**src/rtl/write_fifo_status_ctrl_if.sv**
```systemverilog
// Handshake bundle between the write-FIFO status controller and its surroundings
// (FIFO level and frame flags in, burst/tail requests and completion pulses out).
interface write_fifo_status_ctrl_if #(
  parameter int LSIZE = 9
);
  logic             enable;
  logic [9:0]       count;
  logic             fsync;
  logic             tail_status;
  logic             resp;
  logic             done;
  logic             burst_req;
  logic             tail_req;
  logic [LSIZE-1:0] req_len;
  logic             burst_done;
  logic             tail_done;
  logic             frame_done;
  logic             overflow;

  modport master (
    output enable, count, fsync, tail_status, resp, done,
    input  burst_req, tail_req, req_len, burst_done, tail_done, frame_done, overflow
  );

  modport slave (
    input  enable, count, fsync, tail_status, resp, done,
    output burst_req, tail_req, req_len, burst_done, tail_done, frame_done, overflow
  );
endinterface

```
**src/rtl/write_fifo_status_ctrl.sv**
```systemverilog
// Write-FIFO status controller: requests fixed bursts toward the AXI write master,
// one tail request per frame, and sequences the frame-start address reset.
module write_fifo_status_ctrl #(
  parameter int THRESHOLD = 128,
  parameter int FULL_LEN  = 256,
  parameter int LSIZE     = 9,
  parameter int RST_WAIT  = 31
) (
  input logic                   clock,
  input logic                   rst_n,
  write_fifo_status_ctrl_if.slave bus
);

  localparam logic [3:0] IDLE      = 4'd0;
  localparam logic [3:0] W_A_RST   = 4'd1;
  localparam logic [3:0] NEED_WR   = 4'd2;
  localparam logic [3:0] WAIT_DONE = 4'd3;
  localparam logic [3:0] WR_FSH    = 4'd4;
  localparam logic [3:0] WR_TAIL   = 4'd5;
  localparam logic [3:0] W_T_DONE  = 4'd6;
  localparam logic [3:0] TAIL_FSH  = 4'd7;
  localparam logic [3:0] FRAME_END = 4'd8;

  localparam int               RW        = $clog2(RST_WAIT + 2);
  localparam logic [RW-1:0]    RCNT_MAX  = RW'(RST_WAIT);
  localparam logic [9:0]       THR_CNT   = 10'(THRESHOLD);
  localparam logic [9:0]       FULL_CNT  = 10'(FULL_LEN);
  localparam logic [LSIZE-1:0] BURST_LEN = LSIZE'(THRESHOLD);

  logic [3:0]    cstate;
  logic [3:0]    nstate;
  logic [RW-1:0] rcnt;
  logic          trig_full;
  logic          trig_tail;
  logic          fsync_pend;
  logic          frame_issued;
  logic          enter_rst;

  // A pending frame start beats any new request; full bursts beat the tail.
  always_comb begin
    nstate = cstate;
    case (cstate)
      IDLE: begin
        if (bus.fsync || fsync_pend)
          nstate = W_A_RST;
        else if (trig_full)
          nstate = NEED_WR;
        else if (trig_tail && !frame_issued)
          nstate = (bus.count != 10'd0) ? WR_TAIL : FRAME_END;
      end
      W_A_RST:   if (!bus.fsync && (rcnt > RCNT_MAX)) nstate = IDLE;
      NEED_WR:   if (bus.resp) nstate = WAIT_DONE;
      WAIT_DONE: if (bus.done) nstate = WR_FSH;
      WR_FSH:    nstate = IDLE;
      WR_TAIL:   if (bus.resp) nstate = W_T_DONE;
      W_T_DONE:  if (bus.done) nstate = TAIL_FSH;
      TAIL_FSH:  nstate = FRAME_END;
      FRAME_END: nstate = IDLE;
      default:   nstate = IDLE;
    endcase
  end

  assign enter_rst = (nstate == W_A_RST) && (cstate != W_A_RST);

  always_ff @(posedge clock or negedge rst_n) begin
    if (!rst_n) begin
      cstate       <= IDLE;
      rcnt         <= '0;
      trig_full    <= 1'b0;
      trig_tail    <= 1'b0;
      fsync_pend   <= 1'b0;
      frame_issued <= 1'b0;
    end else begin
      cstate    <= nstate;
      trig_full <= bus.enable && (bus.count >= THR_CNT);
      trig_tail <= bus.enable && bus.tail_status && (bus.count < THR_CNT);

      if (enter_rst)
        rcnt <= '0;
      else if ((cstate == W_A_RST) && !bus.fsync)
        rcnt <= rcnt + 1'b1;

      // Frame starts seen mid-request are deferred until the controller is idle.
      if (enter_rst)
        fsync_pend <= 1'b0;
      else if (bus.fsync && (cstate != IDLE) && (cstate != W_A_RST))
        fsync_pend <= 1'b1;

      if (cstate == W_A_RST)
        frame_issued <= 1'b0;
      else if (cstate == FRAME_END)
        frame_issued <= 1'b1;
    end
  end

  // Outputs decode the next state so they line up with the state they belong to.
  always_ff @(posedge clock or negedge rst_n) begin
    if (!rst_n) begin
      bus.burst_req  <= 1'b0;
      bus.tail_req   <= 1'b0;
      bus.req_len    <= '0;
      bus.burst_done <= 1'b0;
      bus.tail_done  <= 1'b0;
      bus.frame_done <= 1'b0;
      bus.overflow   <= 1'b0;
    end else begin
      bus.burst_req  <= (nstate == NEED_WR);
      bus.tail_req   <= (nstate == WR_TAIL);
      bus.burst_done <= (nstate == WR_FSH);
      bus.tail_done  <= (nstate == TAIL_FSH);
      bus.frame_done <= (nstate == FRAME_END);

      if (nstate == NEED_WR)
        bus.req_len <= BURST_LEN;
      else if ((nstate == WR_TAIL) && (cstate != WR_TAIL))
        bus.req_len <= bus.count[LSIZE-1:0];

      if (enter_rst)
        bus.overflow <= 1'b0;
      else if (bus.enable && (bus.count >= FULL_CNT))
        bus.overflow <= 1'b1;
    end
  end

endmodule

```
**src/flat_wrapper.sv**
```systemverilog
// flat-port wrapper written by rule: the top's interface ports become plain ports
module write_fifo_status_ctrl_flat 
#(
  parameter int THRESHOLD = 128,
  parameter int FULL_LEN  = 256,
  parameter int LSIZE     = 9,
  parameter int RST_WAIT  = 31
)
  (clock, rst_n, bus_enable, bus_count, bus_fsync, bus_tail_status, bus_resp, bus_done, bus_burst_req, bus_tail_req, bus_req_len, bus_burst_done, bus_tail_done, bus_frame_done, bus_overflow);
  write_fifo_status_ctrl_if #(.LSIZE(LSIZE)) bus_i ();
  input logic clock;
  input logic rst_n;
  input wire logic [$bits(bus_i.enable)-1:0] bus_enable;
  input wire logic [$bits(bus_i.count)-1:0] bus_count;
  input wire logic [$bits(bus_i.fsync)-1:0] bus_fsync;
  input wire logic [$bits(bus_i.tail_status)-1:0] bus_tail_status;
  input wire logic [$bits(bus_i.resp)-1:0] bus_resp;
  input wire logic [$bits(bus_i.done)-1:0] bus_done;
  output wire logic [$bits(bus_i.burst_req)-1:0] bus_burst_req;
  output wire logic [$bits(bus_i.tail_req)-1:0] bus_tail_req;
  output wire logic [$bits(bus_i.req_len)-1:0] bus_req_len;
  output wire logic [$bits(bus_i.burst_done)-1:0] bus_burst_done;
  output wire logic [$bits(bus_i.tail_done)-1:0] bus_tail_done;
  output wire logic [$bits(bus_i.frame_done)-1:0] bus_frame_done;
  output wire logic [$bits(bus_i.overflow)-1:0] bus_overflow;
  assign bus_i.enable = bus_enable;
  assign bus_i.count = bus_count;
  assign bus_i.fsync = bus_fsync;
  assign bus_i.tail_status = bus_tail_status;
  assign bus_i.resp = bus_resp;
  assign bus_i.done = bus_done;
  assign bus_burst_req = bus_i.burst_req;
  assign bus_tail_req = bus_i.tail_req;
  assign bus_req_len = bus_i.req_len;
  assign bus_burst_done = bus_i.burst_done;
  assign bus_tail_done = bus_i.tail_done;
  assign bus_frame_done = bus_i.frame_done;
  assign bus_overflow = bus_i.overflow;
  write_fifo_status_ctrl #(.THRESHOLD(THRESHOLD), .FULL_LEN(FULL_LEN), .LSIZE(LSIZE), .RST_WAIT(RST_WAIT)) u_core (.clock(clock), .rst_n(rst_n), .bus(bus_i));
endmodule
```
**config.mk**
```make
export PLATFORM = sky130hd
export DESIGN_NAME = write_fifo_status_ctrl_flat
export DESIGN_NICKNAME = d
export VERILOG_FILES = /design/src/rtl/write_fifo_status_ctrl_if.sv /design/src/rtl/write_fifo_status_ctrl.sv /design/src/flat_wrapper.sv
export SDC_FILE = /design/constraint.sdc
export NUM_CORES = 1
export LEC_CHECK = 0
export ABC_AREA = 1
export CORE_ASPECT_RATIO = 1.4
export CORE_MARGIN = 2
export CORE_UTILIZATION = 45
export CTS_CLUSTER_SIZE = 40
export DETAILED_ROUTE_END_ITERATION = 8
export PLACE_DENSITY = 0.84
export SLEW_MARGIN = 10
export SYNTH_ARGS = -nofsm -noshare
export SYNTH_HDL_FRONTEND = slang
export SYNTH_SLANG_ARGS = --single-unit
```
**constraint.sdc**
```tcl
create_clock -name clock -period 3.94 [get_ports clock]
set_clock_uncertainty 0.15 [all_clocks]
set_input_delay 0.591 -clock clock [delete_from_list [all_inputs] [get_ports clock]]
set_output_delay 0.591 -clock clock [all_outputs]
set_load 0.02 [all_outputs]
```
* Yosys cells after proc, flatten, opt, wreduce, memory -nomap -nowiden
Cells that the tools add are included.
** Word-level totals
- Logic and storage cells :: 75
- Flip-flop bits (word level) :: 29
** Cells by class
- Order comparisons :: 4
- Reductions and logical operators :: 22
- Add/subtract/negate cells :: 1
- Eq/ne operators :: 15
- Muxes and demuxes :: 20
** Operators with widths (count)
- 4-bit 2-to-1 mux :: 9
- 4-bit one-hot mux with 7 select lines :: 1
- 4-bit by 3-bit equality test with 1-bit output, second input constant :: 6
- 9-bit 2-to-1 mux :: 2
- 4-bit by 2-bit equality test with 1-bit output, second input constant :: 3
- 6-bit 2-to-1 mux :: 2
- 1-bit logical AND :: 11
- 10-bit by 8-bit greater-or-equal comparator with 1-bit output, second input constant :: 1
- 10-bit by 9-bit greater-or-equal comparator with 1-bit output, second input constant :: 1
- 10-bit by 8-bit less-than comparator with 1-bit output, second input constant :: 1
- 10-bit nonzero test :: 1
- 2-bit nonzero test :: 5
- 4-bit by 1-bit equality test with 1-bit output, second input constant :: 2
- 4-bit equality test, second input constant :: 2
- 6-bit by 1-bit adder with 6-bit output, second input constant :: 1
- 6-bit by 5-bit greater-than comparator with 1-bit output, second input constant :: 1
- 1-bit 2-to-1 mux :: 6
- 4-bit logical NOT :: 1
- 4-bit by 1-bit inequality test with 1-bit output, second input constant :: 1
- 4-bit by 3-bit inequality test with 1-bit output, second input constant :: 1
- 4-bit nonzero test :: 1
- 1-bit logical NOT :: 2
- 1-bit logical OR :: 1

* Logic depth before layout (Yosys ltp)
- Word-level depth :: 10
- Gate-level depth with buffers :: 11

* Least setup slack after synthesis
Ideal clock, no wire load.
- Path type :: input to register
- Start point :: input bus_count[9]
- End point :: register u_core.fsync_pend
- Setup slack :: 2067 ps
- Stages on the path :: 10
- Data required time :: 3665 ps
- Arrival :: 1598 ps
- Library setup time :: 125 ps
- Cells stage by stage :: nor2_1 > nand2_1 > o21bai_1 > nand2_1 > nand2_1 > nand2_2 > nor3_1 > nand3_2 > inv_2 > nor2_1
** Between the ends
- Longest elaborated chain between the ends :: 9
** RTL lines
- from (decl) :: line flat_wrapper.sv:14 : input wire logic [$bits(bus_i.count)-1:0] bus_count;
- 10-bit nonzero test * :: line write_fifo_status_ctrl.sv:49 : nstate = (bus.count != 10'd0) ? WR_TAIL : FRAME_END;
- 4-bit 2-to-1 mux * :: line write_fifo_status_ctrl.sv:49
- 4-bit 2-to-1 mux * :: line write_fifo_status_ctrl.sv:48 : else if (trig_tail && !frame_issued)
- 4-bit 2-to-1 mux * :: line write_fifo_status_ctrl.sv:46 : else if (trig_full)
- 4-bit 2-to-1 mux * :: line write_fifo_status_ctrl.sv:44 : if (bus.fsync || fsync_pend)
- 4-bit one-hot mux with 7 select lines * :: line write_fifo_status_ctrl.sv:42 : case (cstate)
- named net u_core.nstate[2] :: line write_fifo_status_ctrl.sv:31 : logic [3:0] nstate;
- 4-bit by 1-bit equality test with 1-bit output * :: line write_fifo_status_ctrl.sv:63 : assign enter_rst = (nstate == W_A_RST) && (cstate != W_A_RST);
- 1-bit logical AND * :: line write_fifo_status_ctrl.sv:63
- 1-bit 2-to-1 mux or 2-bit nonzero test (tied branches)
- to (signal assigned) :: line write_fifo_status_ctrl.sv:71 : fsync_pend <= 1'b0;
- to (signal assigned) :: line write_fifo_status_ctrl.sv:85 : fsync_pend <= 1'b0;
- to (signal assigned) :: line write_fifo_status_ctrl.sv:87 : fsync_pend <= 1'b1;
- to (decl) :: line write_fifo_status_ctrl.sv:35 : logic fsync_pend;
The timed path passes the listed nets; every way through them passes the cells marked *.
A chain may end at the register's enable or synchronous reset.

* Final worst setup path
- Start point :: input bus_count[8]
- End point :: register u_core.bus.req_len[7]
** Between the ends
- Longest elaborated chain between the ends :: 9
** RTL lines
- 10-bit nonzero test * :: line write_fifo_status_ctrl.sv:49
- 4-bit 2-to-1 mux * :: line write_fifo_status_ctrl.sv:49
- 4-bit 2-to-1 mux * :: line write_fifo_status_ctrl.sv:48
- 4-bit 2-to-1 mux * :: line write_fifo_status_ctrl.sv:46
- 4-bit 2-to-1 mux * :: line write_fifo_status_ctrl.sv:44
- 4-bit one-hot mux with 7 select lines * :: line write_fifo_status_ctrl.sv:42
- named net u_core.nstate[2] :: line write_fifo_status_ctrl.sv:31
- 4-bit by 3-bit equality test with 1-bit output :: line write_fifo_status_ctrl.sv:115 : else if ((nstate == WR_TAIL) && (cstate != WR_TAIL))
- 1-bit logical AND :: line write_fifo_status_ctrl.sv:115
- 2-bit nonzero test (no source line)
- to (signal assigned) :: line write_fifo_status_ctrl.sv:116 : bus.req_len <= bus.count[LSIZE-1:0];
- to (decl) :: line write_fifo_status_ctrl_if.sv:27 : output burst_req, tail_req, req_len, burst_done, tail_done, frame_done, overflow
Marks and branches as above.

==> reports/results.ini <==
[route]
totalWireLength_um=2995
dr.first_iter.drc_count=21
ant_nets=0
vias=1237
routedWlPerCell_um=12.33
viasPerCell=5.091
dr.pass1.iters=4
drc=0

[yosys]
synth.area.mux_share_pct=0
syn_area_per_cell_um2=8.721
synth_ff_type=dfrtp_1
synth_simple_gate_area_share_pct=34.79
synth_xor_area_share_pct=2.405
synth_top_family_by_area=simple AND/OR/NAND/NOR gates
synth_cell_types=30
synthTopCellsByCount=41 x nand2_1, 29 x dfrtp_1, 18 x nand3_1, 18 x nor2_1, 15 x inv_1
synth-async-reset-ratio_pct=100.0
synthAdderAreaFrac_pct=0.8591
syn_inst=167
netlist_area_mm2=0.001456
synth_compound_area_share_pct=5.584
yosys_warnings=0
ys_ff_latch=29
synth_edf_count=0
yosys.area.top_type_share_pct=49.83
syn-num-nets=185
synth_seq_area_share_pct=49.83
yosysTopAreaCell=dfrtp_1
synth_most_common_cell=nand2_1
synthTopCellsByArea=dfrtp_1 50%, nand2_1 11%, nand3_1 6.2%, nor2_1 4.6%, inv_1 3.9%

[grt]
antenna_found_initial=0
busiest_layer=met2
grt_util_met2_pct=28.41
grtUsageTotal_pct=18.87
met1_usage_pct=24.10
grt_pass1_wl_um=5140
gr-total-overflow=0
grt_pass1_vias=1154
met3_usage_pct=4.583
grt_max_degree=30

[timing]
timing.setup.tns_ps=0
layout_min_cycle_time_ps=2550
rsz0062_at_grt=no
finalSetupViolCount=0
setup_ws_ps=1390
post-route-period-util_pct=64.73
fmax_mhz=392.1
slew_viol_final=0
worst_pin_slew_ps=384.2
finalHoldViolations=0
relSlewSlack_pct=74.32

[die]
ios=32
die_area_mm2=0.003714
die_w_um=52.08
core_mm2=0.003093
num_rows=24
die_y_um=71.31
start_util_pct=47.09

[power]
irDropWorstVdd_uv=501.1
power.total_mw=1.341
power_density_mw_per_mm2=708.2
p_leak_nw=0.9875

[clock_tree]
post_cts_buffers=0
clockRootBuffer=clkbuf_8
cts_resized=0
clock-sinks=29
hold_buffers=0
ctsHtreeMaxLevel=2
clk_pin_slew_ps=60
cts_tree=yes
insertion_delay_ps=280
cts_made_buffers=5
clock_path_buffers=2

[setup_path]
crit_chain=clkdlybuf4s50_1, nor2_1, nand2_1, o21bai_1, nand2_1, nand2_1, nand2_2, nor2_2, nand4_2, nand3_1, nand2_1
slowest_delay_ps=410
rr_startpoint=u_core.cstate[1]
worstPathRequired_ps=3960
crit_type=primary input to register
crit_path_start=bus_count[8]
worstPathArrival_ps=2570
cp-endpoint=u_core.bus.req_len[7]
cp_max_fo=12
path_common_cell=nand2_1
worstSetupStartpointType=primary input
rr_endpoint=u_core.bus.req_len[7]
reg2reg_slack_ps=1820
end_kind=register
slowest_stage=clkdlybuf4s50_1
worst-r2r-cell-count=9

[run]
maxCapViolCount=0

[worst_hold_path]
hold_class=register to register

[placed_design]
io_buffer_count=31
gp_congestion=0.7917
place_hpwl_um=2305
pre_cts_slack_ps=1139

[cells_and_area]
drive_above_1_share_pct=14.22
layout.nets=222
final_util_pct=61.21
antenna_cells=0
syn2layout_area_growth_pct=29.98

[status]
status=completed

==> how the worst min path moves through the flow <==
| stage | end | depth (start not counted) | from |
|---|---|---|---|
| after floorplan | u_core.bus.burst_done | 0 | rst_n |
| after global placement | u_core.bus.req_len[5] | 2 | u_core.bus.req_len[5] |
| after detailed placement | u_core.bus.req_len[3] | 2 | u_core.bus.req_len[3] |
| after CTS | u_core.bus.req_len[3] | 2 | u_core.bus.req_len[3] |
| after global routing | u_core.bus.req_len[3] | 2 | u_core.bus.req_len[3] |
| final | u_core.bus.req_len[3] | 2 | u_core.bus.req_len[3] |
==> through the flow <==
step           instance area, um^2  hold slack, ps  instances
6_report                      1893           357.4        243
5_1_grt                       1893           395.9        243
4_1_cts                       1893           358.8        243
3_5_place_dp                  1807           345.8        236
3_3_place_gp                  1807           349.0        236
2_1_floorplan                 1456           145.4        167
==> per-layer routing <==
layer  part of all wire (%)  vias to the layer above
li1                       -                      610
met1                     42                      571
met2                     49                       43
met3                    4.9                       13
met4                    4.1                        0
met5                      0                        -
==> flip-flops by register name, indices dropped and copies added, names as in the netlist <==
name / cells
u_core.trig_tail: 1
u_core.rcnt: 6
u_core.frame_issued: 1
u_core.bus.tail_done: 1
u_core.bus.overflow: 1
u_core.fsync_pend: 1
u_core.trig_full: 1
u_core.bus.req_len: 9
u_core.bus.burst_done: 1
u_core.bus.frame_done: 1
u_core.bus.burst_req: 1
u_core.bus.tail_req: 1
u_core.cstate: 4
==> power breakdown <==
group / switching [mW] / internal (mW) / leakage [nW] / total, mW
logic: 0.376 / 0.253 / 0.555 / 0.628
registers: 0.0761 / 0.393 / 0.389 / 0.469
clock network: 0.105 / 0.138 / 0.0443 / 0.244
total: 0.557 / 0.783 / 0.988 / 1.34
==> area by class of cell <==
cell class              instances  area, um^2
flip-flops and latches         29       725.7
well taps                      39       48.80
multi-input cells             115       635.6
inverters                      21       78.83
fillers                       263        1200
repair buffers                 32       317.8
clock buffers                   7       86.33
==> worst max-delay path: cells and delay by family <==
family | cells | cell delay (ps)
simple gates | 9 | 1310
buf+inv | 1 | 410
compound gates | 1 | 240
==> cell families after synthesis <==
group / count (synthesis)
buf+inv: 23
simple gates: 98
compound gates: 12
xor+xnor: 4
fa+ha+maj: 1
flops: 29
==> placed cells by master (no fill, tap or decap), types with 2 or more instances in the layout <==
cell type / n
xor2_1: 4
clkdlybuf4s50_1: 31
o21ai_0: 2
nor2_2: 2
nand3_1: 18
dfrtp_1: 29
a21oi_1: 6
nor2_4: 2
nand2_1: 41
inv_2: 5
clkbuf_8: 6
nand4_2: 2
nor2_1: 18
nand2_2: 4
inv_1: 15
nand4_1: 2
nor3_2: 2
Note: power is estimated with default switching activity, not from simulation.
